File: src/rtl/fwd_hazard_ctrl_pkg.sv
// rtl/fwd_hazard_ctrl_pkg.sv - shared select encoding and slot match helper for fwd_hazard_ctrl
package fwd_hazard_ctrl_pkg;

    typedef enum logic [1:0] {
        FWD_REG    = 2'b00,
        FWD_EX_MEM = 2'b01,
        FWD_MEM_WB = 2'b10
    } fwd_sel_e;

    // A slot supplies a source when it holds a real writer of that register and the
    // register is not the hard-wired zero register.
    function automatic logic slot_writes(input logic valid, input logic wr_en,
                                         input logic rd_match, input logic src_is_zero);
        return valid & wr_en & rd_match & ~src_is_zero;
    endfunction

endpackage

File: src/rtl/fwd_src_match.sv
// rtl/fwd_src_match.sv - per-operand producer match (select and hazard hit), FORWARDING_EN aware
module fwd_src_match
    import fwd_hazard_ctrl_pkg::*;
#(
    parameter int REG_AW = 5
) (
    input  logic [REG_AW-1:0] src,
    input  logic              used,
    input  logic              ex_valid,
    input  logic              ex_wr_en,
    input  logic              ex_is_load,
    input  logic [REG_AW-1:0] ex_rd,
    input  logic              mem_valid,
    input  logic              mem_wr_en,
    input  logic [REG_AW-1:0] mem_rd,
    output logic [1:0]        sel,
    output logic              load_hit
);

    localparam logic [REG_AW-1:0] ZERO_REG = '1;

    logic ex_hit;
    logic mem_hit;
    logic ex_alu_hit;
    logic ex_load_hit;

    // Classify the newest producer of this source (EX beats MEM).
    always_comb begin
        ex_hit      = used & slot_writes(ex_valid, ex_wr_en, ex_rd == src, src == ZERO_REG);
        mem_hit     = used & slot_writes(mem_valid, mem_wr_en, mem_rd == src, src == ZERO_REG);
        ex_alu_hit  = ex_hit & ~ex_is_load;
        ex_load_hit = ex_hit & ex_is_load;
        sel         = FWD_REG;
`ifdef FORWARDING_EN
        if (ex_alu_hit) begin
            sel = FWD_EX_MEM;
        end else if (mem_hit) begin
            sel = FWD_MEM_WB;
        end
        load_hit = ex_load_hit;
`else
        // No bypass paths: any producer still in EX or MEM must reach WB first.
        load_hit = ex_alu_hit | ex_load_hit | mem_hit;
`endif
    end

endmodule

File: src/rtl/fwd_hazard_ctrl.sv
// rtl/fwd_hazard_ctrl.sv - forwarding/hazard controller top; FORWARDING_EN enables bypass selects
module fwd_hazard_ctrl
    import fwd_hazard_ctrl_pkg::*;
#(
    parameter int REG_AW = 5
) (
    input  logic              clk,
    input  logic              rst,
    input  logic              id_valid,
    input  logic [REG_AW-1:0] id_rn,
    input  logic [REG_AW-1:0] id_rm,
    input  logic              id_rn_used,
    input  logic              id_rm_used,
    input  logic [REG_AW-1:0] id_rd,
    input  logic              id_wr_en,
    input  logic              id_is_load,
    input  logic              mem_ready,
    output logic [1:0]        fwd_a_sel,
    output logic [1:0]        fwd_b_sel,
    output logic              stall,
    output logic              flush_ex
);

    // Shadow slots. A WB-stage writer needs no action because the register file
    // writes through in the same cycle, so only EX and MEM are tracked; is_load
    // only matters while the producer sits in EX.
    logic              ex_valid;
    logic              ex_wr_en;
    logic              ex_is_load;
    logic [REG_AW-1:0] ex_rd;
    logic              mem_valid;
    logic              mem_wr_en;
    logic [REG_AW-1:0] mem_rd;

    logic [1:0] a_sel;
    logic [1:0] b_sel;
    logic       a_hit;
    logic       b_hit;
    logic       load_use;
    logic       issue;

    fwd_src_match #(.REG_AW(REG_AW)) u_match_a (
        .src        (id_rn),
        .used       (id_valid & id_rn_used),
        .ex_valid   (ex_valid),
        .ex_wr_en   (ex_wr_en),
        .ex_is_load (ex_is_load),
        .ex_rd      (ex_rd),
        .mem_valid  (mem_valid),
        .mem_wr_en  (mem_wr_en),
        .mem_rd     (mem_rd),
        .sel        (a_sel),
        .load_hit   (a_hit)
    );

    fwd_src_match #(.REG_AW(REG_AW)) u_match_b (
        .src        (id_rm),
        .used       (id_valid & id_rm_used),
        .ex_valid   (ex_valid),
        .ex_wr_en   (ex_wr_en),
        .ex_is_load (ex_is_load),
        .ex_rd      (ex_rd),
        .mem_valid  (mem_valid),
        .mem_wr_en  (mem_wr_en),
        .mem_rd     (mem_rd),
        .sel        (b_sel),
        .load_hit   (b_hit)
    );

    // Front-end controls; both forced low while reset is held.
    always_comb begin
        load_use = a_hit | b_hit;
        issue    = id_valid & ~load_use;
        stall    = ~rst & (load_use | ~mem_ready);
        flush_ex = ~rst & load_use & mem_ready;
    end

    // Advance the shadow pipeline and select registers only when memory completes.
    always_ff @(posedge clk) begin
        if (rst) begin
            ex_valid   <= 1'b0;
            ex_wr_en   <= 1'b0;
            ex_is_load <= 1'b0;
            ex_rd      <= '0;
            mem_valid  <= 1'b0;
            mem_wr_en  <= 1'b0;
            mem_rd     <= '0;
            fwd_a_sel  <= FWD_REG;
            fwd_b_sel  <= FWD_REG;
        end else if (mem_ready) begin
            mem_valid  <= ex_valid;
            mem_wr_en  <= ex_wr_en;
            mem_rd     <= ex_rd;
            ex_valid   <= issue;
            ex_wr_en   <= id_wr_en;
            ex_is_load <= id_is_load;
            ex_rd      <= id_rd;
            fwd_a_sel  <= issue ? a_sel : FWD_REG;
            fwd_b_sel  <= issue ? b_sel : FWD_REG;
        end
    end

endmodule

File: config.mk
export PLATFORM = sky130hd
export DESIGN_NAME = fwd_hazard_ctrl
export DESIGN_NICKNAME = d
export VERILOG_FILES = /design/src/rtl/fwd_hazard_ctrl_pkg.sv /design/src/rtl/fwd_src_match.sv /design/src/rtl/fwd_hazard_ctrl.sv
export SDC_FILE = /design/constraint.sdc
export NUM_CORES = 1
export LEC_CHECK = 0
export ABC_AREA = 1
export ABC_CLOCK_PERIOD_IN_PS = 1100
export BUFFER_PORTS_ARGS = -buffer_cell sky130_fd_sc_hd__buf_4
export CAP_MARGIN = 20
export CORE_MARGIN = 2
export CORE_UTILIZATION = 45
export CTS_CLUSTER_DIAMETER = 60
export CTS_CLUSTER_SIZE = 10
export DETAILED_ROUTE_END_ITERATION = 8
export PLACE_DENSITY = 0.78
export SLEW_MARGIN = 20
export SYNTH_ARGS = -nofsm -noshare
export SYNTH_HDL_FRONTEND = slang
export SYNTH_HIERARCHICAL = 1
export SYNTH_SLANG_ARGS = --single-unit
File: constraint.sdc
create_clock -name clk -period 1.1 [get_ports clk]
set_input_delay 0.055 -clock clk [delete_from_list [all_inputs] [get_ports clk]]
set_output_delay 0.055 -clock clk [all_outputs]
set_load 0.01 [all_outputs]
### Yosys cells after proc, flatten, opt, wreduce, memory -nomap -nowiden

Cells that the tools add are included.

* flip-flop bits (word level): 15
* latch bits: 0
* bits in writable memories: 0
* memory bits (read-only): 0
* input port bits: 23
* output and inout bits: 6
* logic and storage cells: 49
* memories: 0

* $add $sub $neg: 0
* multipliers: 0
* div/mod/pow operators: 0
* magnitude comparators: 0
* equality and inequality tests: 6
* shift operators: 0
* muxes and demuxes: 0
* bitwise logic cells: 36
* reductions and logical operators: 0

Operators with widths (number)
* 1-bit AND: 24
* 5-bit equality test: 4
* 5-bit equality test (second input constant): 2
* 1-bit NOT: 6
* 1-bit OR: 6

### Logic depth before layout (Yosys ltp)

* word-level depth: 10
* depth in mapped cells: 9
* mapped depth without buffers: 9

### Modules after synthesis

Netlist, hierarchy kept.

By module, submodules not included
* fwd_hazard_ctrl: instances 1, cells each 90, area an instance 709.4 µm²
* fwd_src_match: instances 2, cells each 57, area an instance 260.2 µm²

### Worst setup path after synthesis

No wires, ideal clock.

* kind: register to output
* start: register ex_rd[0]
* end: output port stall
* arrival: 1206 ps
* data required time: 1045 ps
* setup slack: -161 ps
* cell stages (with the launch flop): 7
* path buffers: 0
* cell sequence: dfxtp_1 nor2_1 nor2_2 nand3_1 a21oi_2 nor2_4 a21oi_1

* longest elaborated chain between the ends: 10
* elaborated cells between the ends (all ways): 19
* those cells by class: eq/ne (2); bitwise (17)

RTL lines
* from (decl): RTL line fwd_hazard_ctrl.sv:30 `logic [REG_AW-1:0] ex_rd;`
* from (signal assigned): RTL line fwd_hazard_ctrl.sv:97 `ex_rd <= id_rd;`
* 5-bit equality test (*): RTL line fwd_src_match.sv:29 `ex_hit = used & slot_writes(ex_valid, ex_wr_en, ex_rd == src, src == ZERO_REG);`
* 1-bit AND (*) (2 in a row): RTL line fwd_hazard_ctrl_pkg.sv:14 `return valid & wr_en & rd_match & ~src_is_zero;`
* 1-bit AND (*): RTL line fwd_src_match.sv:29
* 1-bit AND (on tied branches): RTL line fwd_src_match.sv:31, fwd_src_match.sv:32
* 1-bit OR (*) (2 in a row): RTL line fwd_src_match.sv:43 `load_hit = ex_alu_hit | ex_load_hit | mem_hit;`
* via b_hit: RTL line fwd_hazard_ctrl.sv:38 `logic b_hit;`
* 1-bit OR (*): RTL line fwd_hazard_ctrl.sv:72 `load_use = a_hit | b_hit;`
* 1-bit OR (*): RTL line fwd_hazard_ctrl.sv:74 `stall = ~rst & (load_use | ~mem_ready);`
* 1-bit AND (*): RTL line fwd_hazard_ctrl.sv:74
* to (decl): RTL line fwd_hazard_ctrl.sv:20 `output logic stall,`

The timed path passes the listed nets; every way through them passes the cells marked *.

### Final worst setup path

* start: register mem_rd[1]
* end: output port flush_ex

* longest elaborated chain between the ends: 8
* elaborated cells between the ends (all ways): 13
* those cells by class: eq/ne (2); bitwise (11)

RTL lines
* from (decl): RTL line fwd_hazard_ctrl.sv:33 `logic [REG_AW-1:0] mem_rd;`
* from (signal assigned): RTL line fwd_hazard_ctrl.sv:93 `mem_rd <= ex_rd;`
* 5-bit equality test: RTL line fwd_src_match.sv:30 `mem_hit = used & slot_writes(mem_valid, mem_wr_en, mem_rd == src, src == ZERO_REG);`
* 1-bit AND (2 in a row): RTL line fwd_hazard_ctrl_pkg.sv:14
* 1-bit AND: RTL line fwd_src_match.sv:30
* 1-bit OR: RTL line fwd_src_match.sv:43
* via b_hit: RTL line fwd_hazard_ctrl.sv:38
* 1-bit OR: RTL line fwd_hazard_ctrl.sv:72
* 1-bit AND (2 in a row): RTL line fwd_hazard_ctrl.sv:75 `flush_ex = ~rst & load_use & mem_ready;`
* to (decl): RTL line fwd_hazard_ctrl.sv:21 `output logic flush_ex`

The timed path passes the listed nets, and every way through them passes these cells.

==> results.md <==
- VDD IR max: roughly 0.71 mV
- Final worst slack: -0.4999 ns
- Layout Utilization: 0.6512
- Antenna violations before repair: 0
- Hpwl dp: 1953 um
- Initial Util: 0.4790
- Drt pass-1 iters: 4
- Fin crit period: 1.600 ns
- # IOs: 29
- CTS tree: done
- Arrival time worst endpoint: between 1.5 and 2 ns
- Peak Freq: 625.1 MHz
- Total CTS buffers: 3
- Layout cells sized above 1: 0.3833
- Die height: 55.59 um
- Final WL: 2742 um
- Clock Path Buffers: 2
- Area grow syn2layout: 35.95%
- Power Density: approximately 890 nW/um2
- CP max-delay cell: dfxtp_4
- Startpoint types: register
- Fill cells: around 210
- Unrepaired setup endpoints after global routing: true
- Initial DRC Count: 45
- Slowest cell delay on critical path: around 0.38 ns
- Vias in the first global route: 1081
- Clk_lat worst skew: 0.30 ns
- First-pass GRT wire length: 4478 um
- Worst setup EP type: output port
- Final hold vios: 0
- Post-place instance area: 1469 um2
- Nets: around 260
- Total global routing overflow: 0
- Mean Syn Cell Area: approximately 6 um2
- CP max FO: 5
- Clk Tree Root Cell: clkbuf_4
- Final Wtd Congestion: 0.9685
- Antenna diodes: 0
- Clock Skew: 0.002867 ns
- CP Data Required Time: 1.04 ns
- DR WL/cell: between 10 and 15 um
- # port buffers: 27
- Final Cycle Share: 1.454
- Status: complete, but fails checks
- Area taken by multi-input logic gates: roughly 700 um2
- Row cnt: 18
- Leakage: between 0.7 and 0.8 nW
- Core area: 2500 um2
- DRC: 0
- Die W: 55.59 um
- Max-cap violation count: 0
- Syn Inst Count: 200
- Routed vias: 1265
- Critical path class: reg2out
- Worst-path cell chain: inv_2 > nand2_2 > nand2_1 > nor2_1 > nand3_1 > a21oi_4 > nor2_4 > nor3_2 > buf_4
- Max-slew violation count: 0
- DIE AREA: just over 3000 um2
- Sinks on Clock Net: 18
- Failing checks: negative setup slack
- Vias per cell: 4.685
- H-tree Lvls: 1
- Total track usage: 0.1800
- Flip-flop and latch area: 394.1 um2
- Cell Area, Synth: around 1200 um2
- Worst hold path type: in2reg
- Pin count of the biggest net entering global routing: 21
- Final setup viols: 3
- Clock transition at the registers of the reported paths: 0.11 ns
- Design area: about 1600 um2
- Antenna-violating nets left: 0
- Yosys warns: 6
- Hold WS: about 0.0031 ns
## metrics by stage
| step | instances | setup TNS, ns | worst slack [ns] | power (mW) |
|---|---|---|---|---|
| 3_3_place_gp | 259 | -0.3754 | -0.1400 | 1.025 |
| 5_1_grt | 270 | -1.552 | -0.5800 | 1.522 |
| 4_1_cts | 268 | -1.208 | -0.4927 | 1.444 |
| 2_1_floorplan | 202 | -0.05774 | -0.02232 | 0.8983 |
| 6_report | 270 | -1.334 | -0.4999 | 1.447 |
| 3_5_place_dp | 259 | -0.4510 | -0.1704 | 1.025 |
## layout by cell type (no fill, tap or decap)
cell type and n:
buf_4 38, nand3_1 2, conb_1 4, a21oi_1 18
nand2_4 2, inv_1 17, a21oi_2 2, a21oi_4 1
nor2_2 10, inv_2 11, buf_6 1, dfxtp_2 6
clkbuf_4 3, dfxtp_1 5, o21ai_0 2, nand2_2 5
dfxtp_4 7, nor2_1 10, nand4_1 6, xor2_1 2
nor2_4 1, dlygate4sd3_1 5, clkbuf_8 1, nand2_1 76
nor3_2 1, clkinv_1 1, nand3_2 3
## layout make-up
| cell class | instances | area share |
|---|---|---|
| Multi-Input combinational cell | 145 | 0.4327 |
| Sequential cell | 18 | 0.2421 |
| Timing Repair Buffer | 44 | 0.2129 |
| Inverter | 29 | 0.06687 |
| Tap cell | 30 | 0.02306 |
| Clock buffer | 4 | 0.02229 |
## final timing paths
kind / startpoint / end / slack, ns / cells past startpoint
setup / recovery: mem_rd[1]$_SDFFE_PP0P_ / flush_ex / -0.50 / 9
hold / removal: id_wr_en / ex_wr_en$_SDFFE_PP0P_ / 0.003 / 3
setup reg to reg: mem_rd[1]$_SDFFE_PP0P_ / ex_valid$_SDFFE_PP0P_ / -0.35 / 11
hold reg to reg: fwd_a_sel[0]$_SDFFE_PP0P_ / fwd_a_sel[0]$_SDFFE_PP0P_ / 0.47 / 2
## worst max-delay path, delay by kind of cell, from the launching register on
kind | cells | cell delay [ns]
flip-flops | 1 | 0.38
AO/OA/AOI/OAI | 1 | 0.19
AND/OR/NAND/NOR | 6 | 0.49
buffers and inverters | 2 | 0.18
## state kept, by name, summed over array words and instances (netlist names)
name	flops
ex_wr_en	1
mem_rd	5
fwd_b_sel	2
mem_valid	1
mem_wr_en	1
ex_valid	1
fwd_a_sel	2
ex_rd	5
## where the power goes
group          internal, mW  switching (mW)
sequential            0.673          0.0309
combinational         0.156           0.166
clock                 0.202           0.218
total                  1.03           0.415
## layer usage
| metal | GRT usage | part of all wire | up-vias |
|---|---|---|---|
| met2 | 0.2755 | 0.45 | 38 |
| met3 | 0.01628 | 0.054 | 5 |
| li1 | - | - | 678 |
| met1 | 0.2504 | 0.48 | 544 |
| met5 | 0 | 0 | - |
| met4 | 0.09408 | 0.019 | 0 |
## what timing repair did
action                                  in CTS  in global routing
gates resized for setup                      7                 16
pin swaps                                    5                 12
endpoints found under the hold margin        4                  1
hold buffers                                 4                  1
setup buffers                                1                  1
endpoints found under the setup margin       3                  3
(Power assumes the default switching activity.)
